## src/rtl/volume_key_ctrl_pkg.sv

```systemverilog
// Shared types for the volume key command generator.
package vol_key_pkg;

  typedef enum logic [1:0] {
    ST_IDLE   = 2'd0,
    ST_DELAY  = 2'd1,
    ST_REPEAT = 2'd2
  } state_t;

  typedef enum logic [1:0] {
    CMD_NONE = 2'd0,
    CMD_UP   = 2'd1,
    CMD_DOWN = 2'd2
  } cmd_t;

  localparam int NUM_KEYS = 2;
  localparam int KEY_UP_IDX = 0;
  localparam int KEY_DOWN_IDX = 1;

  // Exactly one key down is a command; both or neither is not.
  function automatic cmd_t decode_cmd(input logic up, input logic down);
    if (up && !down)      return CMD_UP;
    else if (down && !up) return CMD_DOWN;
    else                  return CMD_NONE;
  endfunction

endpackage

```

## src/rtl/volume_key_ctrl_if.sv

```systemverilog
// Raw key inputs and command strobe outputs of volume_key_ctrl.
interface volume_key_ctrl_if;
  logic KEY_UP;
  logic KEY_DOWN;
  logic VOLUP;
  logic VOLDOWN;
  logic VOLVALID;

  // master drives the buttons and consumes commands; slave is the controller
  modport master (output KEY_UP, KEY_DOWN, input VOLUP, VOLDOWN, VOLVALID);
  modport slave  (input KEY_UP, KEY_DOWN, output VOLUP, VOLDOWN, VOLVALID);
endinterface

```

## src/rtl/volume_key_ctrl_debounce.sv

```systemverilog
// Per-key 2-flop synchroniser followed by a consecutive-mismatch debouncer.
module key_debounce #(
  parameter int DEBOUNCE_TICKS = 50_000,
  parameter int TIMER_W        = 32
) (
  input  logic CLK,
  input  logic RESET,
  input  logic KEY_RAW,
  output logic KEY_DB
);

  localparam logic [TIMER_W-1:0] DB_LAST = TIMER_W'(DEBOUNCE_TICKS - 1);

  logic               sync_1, sync_2;
  logic [TIMER_W-1:0] cnt;

  // Bring the asynchronous button level into the CLK domain.
  always_ff @(posedge CLK or posedge RESET) begin
    if (RESET) begin
      sync_1 <= 1'b0;
      sync_2 <= 1'b0;
    end else begin
      sync_1 <= KEY_RAW;
      sync_2 <= sync_1;
    end
  end

  // Flip the clean level only after DEBOUNCE_TICKS consecutive disagreeing cycles.
  always_ff @(posedge CLK or posedge RESET) begin
    if (RESET) begin
      cnt    <= '0;
      KEY_DB <= 1'b0;
    end else if (sync_2 != KEY_DB) begin
      if (cnt == DB_LAST) begin
        KEY_DB <= sync_2;
        cnt    <= '0;
      end else begin
        cnt <= cnt + TIMER_W'(1);
      end
    end else begin
      cnt <= '0;
    end
  end

endmodule

```

## src/rtl/volume_key_ctrl.sv

```systemverilog
// Volume key command generator: debounced up/down buttons drive a
// press / hold-delay / auto-repeat FSM issuing one-cycle command pulses.
module volume_key_ctrl
  import vol_key_pkg::*;
#(
  parameter int DEBOUNCE_TICKS = 50_000,
  parameter int HOLD_TICKS     = 25_000_000,
  parameter int REPEAT_TICKS   = 5_000_000,
  parameter int TIMER_W        = 32
) (
  input  logic            CLK,
  input  logic            RESET,
  volume_key_ctrl_if.slave bus
);

  localparam logic [TIMER_W-1:0] HOLD_LAST   = TIMER_W'(HOLD_TICKS - 1);
  localparam logic [TIMER_W-1:0] REPEAT_LAST = TIMER_W'(REPEAT_TICKS - 1);

  logic [NUM_KEYS-1:0] key_raw;
  logic [NUM_KEYS-1:0] key_db;
  cmd_t                cmd;
  state_t              state;
  cmd_t                dir;
  logic [TIMER_W-1:0]  timer;
  logic                vld_q, up_q, dn_q;

  assign key_raw[KEY_UP_IDX]   = bus.KEY_UP;
  assign key_raw[KEY_DOWN_IDX] = bus.KEY_DOWN;

  key_debounce #(
    .DEBOUNCE_TICKS (DEBOUNCE_TICKS),
    .TIMER_W        (TIMER_W)
  ) u_db [NUM_KEYS-1:0] (
    .CLK     (CLK),
    .RESET   (RESET),
    .KEY_RAW (key_raw),
    .KEY_DB  (key_db)
  );

  // Decode the debounced pair into a single command.
  always_comb begin
    cmd = decode_cmd(key_db[KEY_UP_IDX], key_db[KEY_DOWN_IDX]);
  end

  // Press / hold / repeat sequencing with registered command outputs.
  always_ff @(posedge CLK or posedge RESET) begin
    if (RESET) begin
      state <= ST_IDLE;
      dir   <= CMD_NONE;
      timer <= '0;
      vld_q <= 1'b0;
      up_q  <= 1'b0;
      dn_q  <= 1'b0;
    end else begin
      vld_q <= 1'b0;
      up_q  <= 1'b0;
      dn_q  <= 1'b0;
      case (state)
        ST_IDLE: begin
          timer <= '0;
          if (cmd != CMD_NONE) begin
            vld_q <= 1'b1;
            up_q  <= (cmd == CMD_UP);
            dn_q  <= (cmd == CMD_DOWN);
            dir   <= cmd;
            state <= ST_DELAY;
          end
        end
        ST_DELAY: begin
          // release, second key or direction change all abort silently
          if (cmd != dir) begin
            timer <= '0;
            state <= ST_IDLE;
          end else if (timer == HOLD_LAST) begin
            vld_q <= 1'b1;
            up_q  <= (dir == CMD_UP);
            dn_q  <= (dir == CMD_DOWN);
            timer <= '0;
            state <= ST_REPEAT;
          end else begin
            timer <= timer + TIMER_W'(1);
          end
        end
        ST_REPEAT: begin
          if (cmd != dir) begin
            timer <= '0;
            state <= ST_IDLE;
          end else if (timer == REPEAT_LAST) begin
            vld_q <= 1'b1;
            up_q  <= (dir == CMD_UP);
            dn_q  <= (dir == CMD_DOWN);
            timer <= '0;
          end else begin
            timer <= timer + TIMER_W'(1);
          end
        end
        default: begin
          timer <= '0;
          state <= ST_IDLE;
        end
      endcase
    end
  end

  assign bus.VOLVALID = vld_q;
  assign bus.VOLUP    = up_q;
  assign bus.VOLDOWN  = dn_q;

endmodule
```

## src/flat_wrapper.sv

```systemverilog
// flat-port wrapper written by rule: the top's interface ports become plain ports
module volume_key_ctrl_flat import vol_key_pkg::*;
#(
  parameter int DEBOUNCE_TICKS = 50_000,
  parameter int HOLD_TICKS     = 25_000_000,
  parameter int REPEAT_TICKS   = 5_000_000,
  parameter int TIMER_W        = 32
)
  (CLK, RESET, bus_KEY_UP, bus_KEY_DOWN, bus_VOLUP, bus_VOLDOWN, bus_VOLVALID);
  volume_key_ctrl_if bus_i ();
  input  logic CLK;
  input  logic RESET;
  input wire logic [$bits(bus_i.KEY_UP)-1:0] bus_KEY_UP;
  input wire logic [$bits(bus_i.KEY_DOWN)-1:0] bus_KEY_DOWN;
  output wire logic [$bits(bus_i.VOLUP)-1:0] bus_VOLUP;
  output wire logic [$bits(bus_i.VOLDOWN)-1:0] bus_VOLDOWN;
  output wire logic [$bits(bus_i.VOLVALID)-1:0] bus_VOLVALID;
  assign bus_i.KEY_UP = bus_KEY_UP;
  assign bus_i.KEY_DOWN = bus_KEY_DOWN;
  assign bus_VOLUP = bus_i.VOLUP;
  assign bus_VOLDOWN = bus_i.VOLDOWN;
  assign bus_VOLVALID = bus_i.VOLVALID;
  volume_key_ctrl #(.DEBOUNCE_TICKS(DEBOUNCE_TICKS), .HOLD_TICKS(HOLD_TICKS), .REPEAT_TICKS(REPEAT_TICKS), .TIMER_W(TIMER_W)) u_core (.CLK(CLK), .RESET(RESET), .bus(bus_i));
endmodule
```

## config.mk

```make
export PLATFORM = sky130hd
export DESIGN_NAME = volume_key_ctrl_flat
export DESIGN_NICKNAME = d
export VERILOG_FILES = /design/src/rtl/volume_key_ctrl_pkg.sv /design/src/rtl/volume_key_ctrl_if.sv /design/src/rtl/volume_key_ctrl_debounce.sv /design/src/rtl/volume_key_ctrl.sv /design/src/flat_wrapper.sv
export SDC_FILE = /design/constraint.sdc
export NUM_CORES = 1
export LEC_CHECK = 0
export ABC_AREA = 1
export BUFFER_PORTS_ARGS = -buffer_cell sky130_fd_sc_hd__buf_2
export CORE_ASPECT_RATIO = 1.2
export CORE_MARGIN = 8
export CORE_UTILIZATION = 53
export DETAILED_ROUTE_END_ITERATION = 12
export HOLD_SLACK_MARGIN = 0.05
export PLACE_DENSITY = 0.69
export SETUP_SLACK_MARGIN = 0.5
export SYNTH_ARGS = -nofsm -noshare
export SYNTH_HDL_FRONTEND = slang
export SYNTH_SLANG_ARGS = --single-unit
export TNS_END_PERCENT = 100
```

## constraint.sdc

```tcl
create_clock -name CLK -period 5.71 [get_ports CLK]
set_input_delay 1.142 -clock CLK [delete_from_list [all_inputs] [get_ports CLK]]
set_output_delay 1.142 -clock CLK [all_outputs]
set_load 0.005 [all_outputs]
```

==> impl_metrics.toml <==
[clock_tree]
insertion_delay_ns = 0.35
cts_resized = 0
max-clock-path-buffers = 2
ctsHoldBuffers = 0
clock_tree.root_cell = "sky130_fd_sc_hd__clkbuf_16"
cts.reportedPaths.clkPinSlew_ns = 0.08
cts_tree = "yes"
cts_sinks = 109
cts_max_level = 3
number_of_buffers_created_by_cts = 9
cts.repair_timing.setup_buffer_count = 0

[layout]
mostFrequentLayoutCell = "sky130_fd_sc_hd__nor2_1"
design_area_um2 = 6820
mostFrequentLayoutCells = "193 x sky130_fd_sc_hd__nor2_1, 181 x sky130_fd_sc_hd__nand2_1, 109 x sky130_fd_sc_hd__dfrtp_1"
antenna-diode-count = 0
areaGrowthSynthToFinish_pct = 7.72
drive_above_1_share_pct = 5.96
layout.nets = 865

[worst_setup_path]
timing.critical_path.max_delay_family = "buffers and inverters"
critical_path_class = "in2async"
timing.rr.start = "u_core.u_db[1].KEY_DB"
critical-path-slowest-cell = "sky130_fd_sc_hd__buf_4"
path_max_fanout = 60
critPathCaptureType = "asynchronous set/reset pin"
regToRegSetupSlack_ns = 3.73
worst_r2r_path_depth = 9
worst_r2r_endpoint = "u_core.timer[23]"
worst_ep_arrival_time_ns = 2.48
worst_setup_path_start_kind = "input port"
worst_path_largest_cell_delay_ns = 0.63
crit_path_cell_trace = "buf_2, inv_4, buf_4"
required_ns = 6.15
worst-path-buf-inv = 3

[synthesis]
synth.net_count = 855
number_of_flops_mapped_to_enable_cells_by_yosys = 0
netlist_instances = 840
synth_cell_type_count = 33
syn_area_per_cell_um2 = 7.54
synthesis.area_um2 = 6330
async_reset_ff_share_pct = 100
yosys_register_bits = 109
synthFlopType = "sky130_fd_sc_hd__dfrtp_1"
seq_area_frac_synth_pct = 43.1
ys_warn_count = 0

[routing]
finalWirelength_mm = 14.0
remaining_drc_errors = 0
ant_nets = 0
via_to_cell_ratio = 5.26
drt_first_iter_violations = 524
routed_length_per_placed_instance_um = 13.8
via_count = 5325
drtPass1Iterations = 8

[worst_hold_path]
worstHoldPathType = "reg2reg"
hold_path_depth = 0
worst_hold_startpoint = "u_core.u_db[1].sync_1"
timing.hold.worst_endpoint = "u_core.u_db[1].sync_2"

[floorplanning]
floorplan.rows = 43
die_h_um = 136
fp.dieW_um = 116
io-pin-count = 7
design.die.area_um2 = 15700
core-area_um2 = 11600
starting_density_pct = 54.5

[sta]
timing_max_transition_violations_final = 0
final_period_minus_worst_setup_slack_ns = 2.04
timing_hold_violations_final = 0
min_period_over_period_pct = 35.8
fin_setup_tns_ns = 0
tightestPinTransition_ns = 0.755
finalSetupViolCount = 0
timing.max_slew.rel_slack_pct = 49.7
grt_setup_unrepaired = "false"
final_critical_path_setup_slack_ns = 3.67
fin_skew_ns = 0.00701
timing.hold.ws_ns = 0.365
achievable-frequency_mhz = 490

[grt]
globalRoute.totalOverflow = 0
grt_usage_pct = 19.2
antenna_found_initial = 0
number_of_global_route_vias_before_repair = 5236
grt_first_pass_wirelength_mm = 24.3
grt_start_max_net_pins = 61

[power]
portion_of_total_power_attributed_to_combinational_logic_pct = 2.5
power-per-cell-area_nw_per_um2 = 214
p_int_mw = 1.13
netSwitchingFraction_pct = 22.8
seq_power_share_pct = 53.3
power.net_switching_mw = 0.334
total_leakage_power_nw = 2.85
power.ir.vdd_worst_mv = 0.178
totalPowerFinal_mw = 1.46
clockPowerShare_pct = 44.2

[placement]
post_dp_cell_area_um2 = 6520
routabilityCongestion = 0.963
post-place-ws_ns = 3.20
place.port_buffers = 6
dp.final_hpwl_mm = 10.7

[status]
run_status = "finished, final reports clean"

[flow_run]
cap_viol_max_count = 0
-- metrics by stage --
stage | instances | util (%)
4_1_cts | 1012 | 58.7
3_5_place_dp | 996 | 56.1
3_3_place_gp | 996 | 56.1
2_1_floorplan | 840 | -
6_report | 1012 | 58.7
5_1_grt | 1012 | 58.7
-- power groups by stage --
stage / combinational, mW / clock [mW] / sequential, mW
3_5_place_dp: 0.0378 / 0 / 0.795
2_1_floorplan: 0.0273 / 0 / 0.795
6_report: 0.0359 / 0.647 / 0.780
3_3_place_gp: 0.0365 / 0 / 0.795
5_1_grt: 0.0433 / 0.689 / 0.781
4_1_cts: 0.0378 / 0.664 / 0.780
-- worst reg2reg max path, cell delays in order (launching register included) --
cell                      delay, ns
sky130_fd_sc_hd__dfrtp_1       0.43
sky130_fd_sc_hd__inv_1         0.09
sky130_fd_sc_hd__ha_1          0.23
sky130_fd_sc_hd__or2_2         0.30
sky130_fd_sc_hd__nand3_1       0.13
sky130_fd_sc_hd__nor2_1        0.09
sky130_fd_sc_hd__nand2_1       0.12
sky130_fd_sc_hd__nand2_2       0.09
sky130_fd_sc_hd__nand2_4       0.27
sky130_fd_sc_hd__nor2_1        0.11
-- state kept, by name (all words and copies together) (netlist names) --
name and flops:
u_core.bus.VOLDOWN 1, u_core.bus.VOLUP 1, u_core.bus.VOLVALID 1, u_core.dir 2, u_core.state 2, u_core.timer 32
u_core.u_db.KEY_DB 2, u_core.u_db.cnt 64, u_core.u_db.sync_1 2, u_core.u_db.sync_2 2
-- area by class of cell --
type / count / area [um2]
sequential: 109 / 2730
timing repair buffer: 7 / 37.5
fill: 1082 / 4800
clock buffer: 9 / 225
clock inverter: 7 / 81.3
tap: 157 / 196
multi-input combinational: 634 / 3220
inverter: 89 / 337
-- synthesized netlist by cell type (3+ instances only) --
| library cell | number | area [um2] |
|---|---|---|
| sky130_fd_sc_hd__nand3b_1 | 3 | 22.5 |
| sky130_fd_sc_hd__o21ai_0 | 6 | 30.0 |
| sky130_fd_sc_hd__nor4_1 | 5 | 31.3 |
| sky130_fd_sc_hd__nand2_1 | 181 | 679 |
| sky130_fd_sc_hd__ha_1 | 11 | 138 |
| sky130_fd_sc_hd__xnor2_1 | 21 | 184 |
| sky130_fd_sc_hd__nor2_4 | 3 | 33.8 |
| sky130_fd_sc_hd__or2_2 | 4 | 25.0 |
| sky130_fd_sc_hd__clkbuf_1 | 4 | 15.0 |
| sky130_fd_sc_hd__nor3_1 | 64 | 320 |
| sky130_fd_sc_hd__nand3_1 | 46 | 230 |
| sky130_fd_sc_hd__nand2_2 | 5 | 31.3 |
| sky130_fd_sc_hd__buf_6 | 3 | 33.8 |
| sky130_fd_sc_hd__nor2_1 | 193 | 724 |
| sky130_fd_sc_hd__a21oi_1 | 4 | 20.0 |
| sky130_fd_sc_hd__xor2_1 | 53 | 464 |
| sky130_fd_sc_hd__inv_1 | 87 | 327 |
| sky130_fd_sc_hd__nor3_2 | 5 | 50.1 |
| sky130_fd_sc_hd__nand2_4 | 3 | 33.8 |
| sky130_fd_sc_hd__nand4_1 | 15 | 93.8 |
| sky130_fd_sc_hd__dfrtp_1 | 109 | 2730 |
-- worst max path at each step --
stage	from	end	slack, ns	cells past startpoint
floorplan	RESET	u_core.bus.VOLDOWN	1.69	1
global placement	RESET	u_core.timer[12]	3.25	3
detailed placement	RESET	u_core.timer[28]	3.20	3
CTS	RESET	u_core.u_db[0].cnt[8]	3.58	3
global route	RESET	u_core.u_db[0].cnt[8]	3.39	3
finish	RESET	u_core.u_db[0].cnt[19]	3.67	3
-- per-layer routing --
layer  vias to the layer above  GRT usage (%)  share of wire [%]
li1                       2663              -                  -
met1                      2492           24.0                 44
met2                       140           32.5                 49
met3                        30           2.63                4.2
met4                         0           8.30                2.4
met5                         -              0                  0
-- cell families (layout without fill, tap and decap cells) --
logic type | after synthesis | after routing | synth area share [%]
compound gates | 12 | 12 | 1.03
xor+xnor | 74 | 74 | 10.2
fa+ha+maj | 11 | 11 | 2.17
buf+inv | 97 | 112 | 6.12
flops | 109 | 109 | 43.1
simple gates | 537 | 537 | 37.4
(Power assumes the default switching activity.)
